## src/rtl/dac_parallel_tx.sv

```systemverilog
// ---------------------------------------------------------------------------
// dac_parallel_tx
//
// Purpose:
//   Transmit path for a parallel-input, offset-binary DAC. Samples arrive on a
//   valid/ready stream, are buffered in a small FIFO, and are played out at a
//   programmable rate. The block also generates the DAC latch clock so that
//   data is always stable around the DAC's rising-edge latch point.
//
// Ports:
//   clk          in   system clock, all logic on the rising edge
//   rst_n        in   asynchronous active-low reset
//   s_data       in   sample to enqueue (DATA_W)
//   s_valid      in   s_data valid
//   s_ready      out  FIFO can accept a sample
//   enable       in   playout enable
//   rate_div     in   playout period minus 1 in clk cycles (0 behaves as 1)
//   underrun_clr in   clears the sticky underrun flag
//   dac_data     out  registered DAC data bus
//   dac_clk      out  registered DAC latch clock
//   underrun     out  sticky: a playout slot found the FIFO empty
//   fifo_level   out  number of samples currently buffered
//
// Handshake: a sample is transferred on a rising clk edge where s_valid and
// s_ready are both high. s_ready depends only on registered state, never on
// s_valid. A producer holding s_valid while s_ready is low keeps its sample;
// it is taken on the first edge where s_ready is high again.
// ---------------------------------------------------------------------------
module dac_parallel_tx #(
    parameter int DATA_W   = 12,
    parameter int DEPTH    = 16,
    parameter int DIV_W    = 16,
    parameter int MIDSCALE = 2048
) (
    input  logic                     clk,
    input  logic                     rst_n,
    input  logic [DATA_W-1:0]        s_data,
    input  logic                     s_valid,
    output logic                     s_ready,
    input  logic                     enable,
    input  logic [DIV_W-1:0]         rate_div,
    input  logic                     underrun_clr,
    output logic [DATA_W-1:0]        dac_data,
    output logic                     dac_clk,
    output logic                     underrun,
    output logic [$clog2(DEPTH):0]   fifo_level
);

    localparam int AW = $clog2(DEPTH);
    localparam int LW = AW + 1;

    // FIFO storage and pointers; pointers carry one extra wrap bit so that
    // full and empty are distinguishable from the pointer difference alone.
    logic [DATA_W-1:0] mem_q [DEPTH];
    logic [AW:0]       wr_ptr_q, wr_ptr_d;
    logic [AW:0]       rd_ptr_q, rd_ptr_d;

    // Playout timing
    logic [DIV_W-1:0]  cnt_q, cnt_d;
    logic [DIV_W-1:0]  period_q, period_d;  // P-1 for the period in progress
    logic [DIV_W-1:0]  rate_eff;
    logic [DIV_W-1:0]  lim_cur;
    logic [DIV_W:0]    half;
    logic              strobe;

    // Output registers
    logic [DATA_W-1:0] dac_data_q, dac_data_d;
    logic              dac_clk_q, dac_clk_d;
    logic              underrun_q, underrun_d;

    logic              push;
    logic              pop;
    logic              empty;

    assign fifo_level = wr_ptr_q - rd_ptr_q;
    assign s_ready    = (fifo_level != LW'(DEPTH));
    assign empty      = (fifo_level == '0);

    always_comb begin
        rate_eff = (rate_div == '0) ? DIV_W'(1) : rate_div;
        // rate_div is only looked at when a period starts (cnt == 0); for the
        // rest of the period the captured value is used, so a mid-period
        // change only affects the next period.
        lim_cur  = (cnt_q == '0) ? rate_eff : period_q;
        period_d = lim_cur;
        strobe   = enable && (cnt_q == lim_cur);
        // P/2 with P = lim_cur + 1, computed one bit wider to avoid overflow
        half     = ({1'b0, lim_cur} + (DIV_W+1)'(1)) >> 1;

        if (!enable) begin
            cnt_d = '0;
        end else if (strobe) begin
            cnt_d = '0;
        end else begin
            cnt_d = cnt_q + DIV_W'(1);
        end

        // dac_clk follows the new counter value; cnt_d == 0 is always below
        // half, so the data-change edge always drives dac_clk low.
        dac_clk_d = enable && ({1'b0, cnt_d} >= half);

        push = s_valid && s_ready;
        pop  = strobe && !empty;

        wr_ptr_d = push ? (wr_ptr_q + LW'(1)) : wr_ptr_q;
        rd_ptr_d = pop  ? (rd_ptr_q + LW'(1)) : rd_ptr_q;

        dac_data_d = pop ? mem_q[rd_ptr_q[AW-1:0]] : dac_data_q;

        // A new underrun wins over a clear in the same cycle.
        if (strobe && empty) begin
            underrun_d = 1'b1;
        end else if (underrun_clr) begin
            underrun_d = 1'b0;
        end else begin
            underrun_d = underrun_q;
        end
    end

    always_ff @(posedge clk or negedge rst_n) begin
        if (!rst_n) begin
            wr_ptr_q   <= '0;
            rd_ptr_q   <= '0;
            cnt_q      <= '0;
            period_q   <= DIV_W'(1);
            dac_data_q <= DATA_W'(MIDSCALE);
            dac_clk_q  <= 1'b0;
            underrun_q <= 1'b0;
        end else begin
            wr_ptr_q   <= wr_ptr_d;
            rd_ptr_q   <= rd_ptr_d;
            cnt_q      <= cnt_d;
            period_q   <= period_d;
            dac_data_q <= dac_data_d;
            dac_clk_q  <= dac_clk_d;
            underrun_q <= underrun_d;
        end
    end

    // Storage is not reset: the pointers define which entries are valid.
    always_ff @(posedge clk) begin
        if (push) begin
            mem_q[wr_ptr_q[AW-1:0]] <= s_data;
        end
    end

    assign dac_data = dac_data_q;
    assign dac_clk  = dac_clk_q;
    assign underrun = underrun_q;

endmodule

```

## config.mk

```make
export PLATFORM = sky130hd
export DESIGN_NAME = dac_parallel_tx
export DESIGN_NICKNAME = d
export VERILOG_FILES = /design/src/rtl/dac_parallel_tx.sv
export SDC_FILE = /design/constraint.sdc
export NUM_CORES = 1
export LEC_CHECK = 0
export CORE_ASPECT_RATIO = 2
export CORE_MARGIN = 5
export CORE_UTILIZATION = 30
export DETAILED_ROUTE_END_ITERATION = 12
export GPL_ROUTABILITY_DRIVEN = 1
export HOLD_SLACK_MARGIN = 0.1
export SYNTH_ARGS = -nofsm -noshare
export SYNTH_HDL_FRONTEND = slang
export SYNTH_SLANG_ARGS = --single-unit
```

## constraint.sdc

```tcl
create_clock -name clk -period 10.65 [get_ports clk]
set_input_delay 2.6625 -clock clk [delete_from_list [all_inputs] [get_ports clk]]
set_output_delay 2.6625 -clock clk [all_outputs]
set_load 0.01 [all_outputs]
```

======== After elaboration in Yosys (flattened, before gate mapping) ========
Memory sizes are Yosys's and may differ from the RTL's. A register that Yosys moved wholly into a read port is not among the register bits.
Cells that the tools add are included.
storage, ports and cells
  flip-flop bits (word level) ............. 44
  bits in latches ......................... 0
  memory bits (writable) .................. 192
  memory bits (read-only) ................. 0
  input port bits ......................... 33
  output and inout bits ................... 20
  word-level logic and storage cells ...... 34
  memories kept ........................... 1
cells by class
  add/sub/neg operators ................... 5
  multipliers ............................. 0
  div/mod/pow operators ................... 0
  magnitude comparators ................... 1
  eq/ne operators ......................... 2
  shift operators ......................... 0
  mux-type cells .......................... 8
  bitwise operators ....................... 0
  reduce and logical (&&, ||, !) cells .... 11
memory list
  name   words  width  rd ports  clocked after memory_dff  wr ports  line  source
  mem_q  16     12     1         1                         1         54    logic [DATA_W-1:0] mem_q [DEPTH];
operators by type and width
  kind                     number
  $mux W16                 4
  $logic_not A16 Y1        2
  $add A16 B1 Y17 const B  1
  $add A16 B1 Y16 const B  1
  $eq A16 B16 Y1           1
  $ge A16 B16 Y1           1
  $add A5 B1 Y5 const B    2
  $logic_and A1 B1 Y1      5
  $logic_not A5 Y1         1
  $ne A5 B5 Y1 const B     1
  $sub A5 B5 Y5            1
  $mux W1                  4
  $logic_not A1 Y1         2
  $reduce_bool A2 Y1       1

======== Depth between registers and ports, before layout ========
  word-level depth ........................ 9
  gate-level depth with buffers ........... 20

======== Worst setup path after synthesis ========
No wires, ideal clock.
  kind .................................... input-to-reg
  start point ............................. input rate_div[3]
  end point ............................... register dac_clk_q, in the netlist dac_clk
  data arrival time ....................... 5.609 ns
  data required time ...................... 10.515 ns
  path slack .............................. 4.906 ns
  cell stages on the path ................. 15
  buffers on the path ..................... 2
  cells stage by stage .................... clkbuf_1 nor3_1 a41oi_1 a2111oi_2 a21oi_1 or3_1 nand2_1 buf_2 nor2_1 ha_1 a21o_1 a21o_1 a21o_1 a2111oi_0 o41ai_1
between the ends
  cells in the longest elaborated chain, start to end .. 9
  elaborated cells on any way between the ends .. 10
  those cells by class .................... add/sub (1); order compare (1); eq/ne (1); mux (4); reduce/logical (3)
ends and longest elaborated chain
  item                     line  source
  start, declared          41    input logic [DIV_W-1:0] rate_div,
  $logic_not A16 Y1        80    rate_eff = (rate_div == '0) ? DIV_W'(1) : rate_div;
  $mux W16 (*)             80
  $mux W16 (*)             84    lim_cur = (cnt_q == '0) ? rate_eff : period_q;
  $eq A16 B16 Y1 (*)       86    strobe = enable && (cnt_q == lim_cur);
  $logic_and A1 B1 Y1 (*)  86
  $mux W16 (*)             92    end else if (strobe) begin
  $mux W16 (*)             90    if (!enable) begin
  net cnt_d[2]             59    logic [DIV_W-1:0] cnt_q, cnt_d;
  $ge A16 B16 Y1 (*)       100   dac_clk_d = enable && ({1'b0, cnt_d} >= half);
  $logic_and A1 B1 Y1 (*)  100
  net dac_clk_d            68    logic dac_clk_q, dac_clk_d;
  end signal, assigned     135   dac_clk_q <= dac_clk_d;
  end, declared            68
The timed path passes the listed nets; every way through them passes the cells marked *.
A chain may end at the register's enable or synchronous reset.

======== Final worst setup path ========
  start point ............................. input rate_div[9]
  end point ............................... register dac_clk_q, in the netlist dac_clk
The elaborated chain is that of the path after synthesis.

==> metrics.txt <==
outcome=completed; FF+latch count, synth=248; Slew Viols, Final=0; core area=36,500 um2; vias per inst=4.98; largest area contributor in the netlist=edfxtp_1; PD cells=187 nW/um2; Worst-Margin Slew=1.11 ns; Antenna Nets Post-Route=0; TNS Setup=0 ns; global-route wire length before repair=40.8 mm; synth unique cells=54; nets@finish=797; share of post-route cells with drive strength above 1=19.5%; hold depth=1; most common cell in the netlist=edfxtp_1; Num CTS Buffers=23; Area contributors post-synth=edfxtp_1 (52%), dfrtp_1 (12%), mux4_2 (12%); DIE AREA=41,200 um2; Worst Path Required=11.05 ns; Setup violations, final=0; crit path max fanout=14; largest net degree at the start of global routing=57; post-layout minimum cycle time=6.36 ns; area delta synth->final=15.8%; cts hold-fix bufs=0; commonest cells in the netlist=edfxtp_1 (192), mux4_2 (60), dfrtp_1 (54); worst rel slew slack=25.5%; cell count after synthesis=677; Worst R2R Path Depth=15; CP startpoint kind=primary input; I/O pins=53; ANT cells=0; Vias=6,009; 1st-pass router iterations=4; port bufs=52; initial antenna violation count=1; Leak Pwr=4.50 nW; clock tree root buffer cell=clkbuf_16; Hold/Removal Path Class=reg2reg; Clock H-tree levels=1; Yosys warnings=0; Resize count post-CTS=0; row cnt=99; Fmax=0.157 GHz; vias in the first global route=6,563; final wirelength=27.0 mm; Reg clk slew, reported paths=0.06 ns; Clock Path Buffers=3; Die Ht=282 um; number of synthesized flops with an enable pin=192; Final Hold Vio Count=0; Mapped Area=11,100 um2; worst path arrival time=6.76 ns; grt ovf=0; dpl hpwl=18.3 mm; Overall Global Routing Usage=13.1%; clock sink total=248; setup bufs post-CTS=0; detailed-route DRC error count=0; worst hold slack=0.500 ns; Top FF cell, synth=edfxtp_1; worst skew pair latency=0.53 ns; CTS tree=done; fraction of registers with async set/reset=22.6%; initial core utilization=30.4%; Seq/Total Area, Yosys=64.5%; syn_nets=739; Yosys top cell area share=51.9%; RSZ-0062 raised after global routing=no; final RePlAce weighted congestion=0.912; Tcrit/Tclk final=59.7%; drt wl/cell=22.4 um; max cap viols=0; worst vdd ir=0.0955 mV; Crit. End Element=flop; crit path kind=in2reg; clk_skew=0.0189 ns; die width=146 um; syn avg cell area=16.4 um2; drt initial violations=360
[placed cells by master (no fill, tap or decap), types with 8 or more instances in the layout]
| cell | count |
|---|---|
| edfxtp_1 | 192 |
| mux4_2 | 60 |
| dfrtp_1 | 52 |
| clkdlybuf4s50_1 | 51 |
| xnor2_1 | 36 |
| inv_1 | 34 |
| nand2_1 | 33 |
| nor2_1 | 29 |
| ha_1 | 28 |
| clkbuf_16 | 23 |
| nand3_1 | 18 |
| mux2_2 | 16 |
| xor2_1 | 15 |
| buf_4 | 13 |
| nand4_1 | 11 |
| nand2b_1 | 11 |
| nor2b_1 | 10 |
| and2_1 | 8 |
[sequential cells by signal (all words and copies together) (netlist names)]
register / count
period_q: 16
rd_ptr_q: 5
mem_q: 192
dac_data: 12
wr_ptr_q: 5
underrun: 1
cnt_q: 16
dac_clk: 1
[power by group]
part / leakage [nW] / internal (mW) / switching, mW
logic: 1.69 / 0.167 / 0.242
clock network: 0.355 / 0.433 / 0.363
registers: 2.46 / 1.15 / 0.0533
[routing by layer]
| metal | global-route usage [%] | wire, um | vias to the layer above |
|---|---|---|---|
| met4 | 5.27 | 987 | 0 |
| met1 | 13.6 | 9440 | 3098 |
| met2 | 26.3 | 15600 | 145 |
| li1 | - | - | 2711 |
| met5 | 0 | 0 | - |
| met3 | 1.68 | 955 | 55 |
[area by class of cell]
class                      count  area [um2]
clock buffer                  27         601
clock inverter                15         119
fill                        3449       23700
inverter                      34         128
multi-input combinational    363        3670
sequential                   248        7170
tap                          454         568
timing repair buffer          65         613
[final timing paths]
path	start	endpoint	slack, ns
max	rate_div[9]	dac_clk	4.29
min	rd_ptr_q[4]	rd_ptr_q[4]	0.50
max reg2reg	cnt_q[0]	dac_clk	5.83
min reg2reg	rd_ptr_q[4]	rd_ptr_q[4]	0.50
max in group asynchronous	rst_n	rd_ptr_q[0]	7.72
min in group asynchronous	rst_n	period_q[1]	2.31
[kinds of logic after synthesis]
group,count (synthesis),synth area share (%)
AND/OR/NAND/NOR,153,7.56
multiplexers,85,14.7
XOR/XNOR,51,4.02
buffers and inverters,66,2.69
flip-flops,248,64.5
adder cells (fa/ha/maj),29,3.33
AO/OA/AOI/OAI,45,3.24
[worst max-delay path, stage by stage]
cell and delay, ns:
clkdlybuf4s50_1 0.48, nor4_1 0.44, a41oi_1 0.24, a2111oi_2 0.40, a21oi_1 0.13, or3_1 0.45
nand2_1 0.42, nor2_1 0.12, ha_1 0.31, a21o_1 0.16, a21o_1 0.17, a21o_1 0.21
a2111oi_0 0.43, o41ai_1 0.13
[metrics by stage]
step | util (%) | std cells | total power, mW | setup slack, ns | area (um2)
after floorplan | - | 677 | 1.44 | 4.91 | 11100
after global placement | 33.3 | 1164 | 1.62 | 3.82 | 12200
after detailed placement | 33.3 | 1164 | 1.63 | 3.70 | 12200
after CTS | 35.2 | 1206 | 2.44 | 4.27 | 12900
after global routing | 35.2 | 1206 | 2.51 | 4.06 | 12900
final | 35.2 | 1206 | 2.40 | 4.29 | 12900
(Power assumes the default switching activity.)
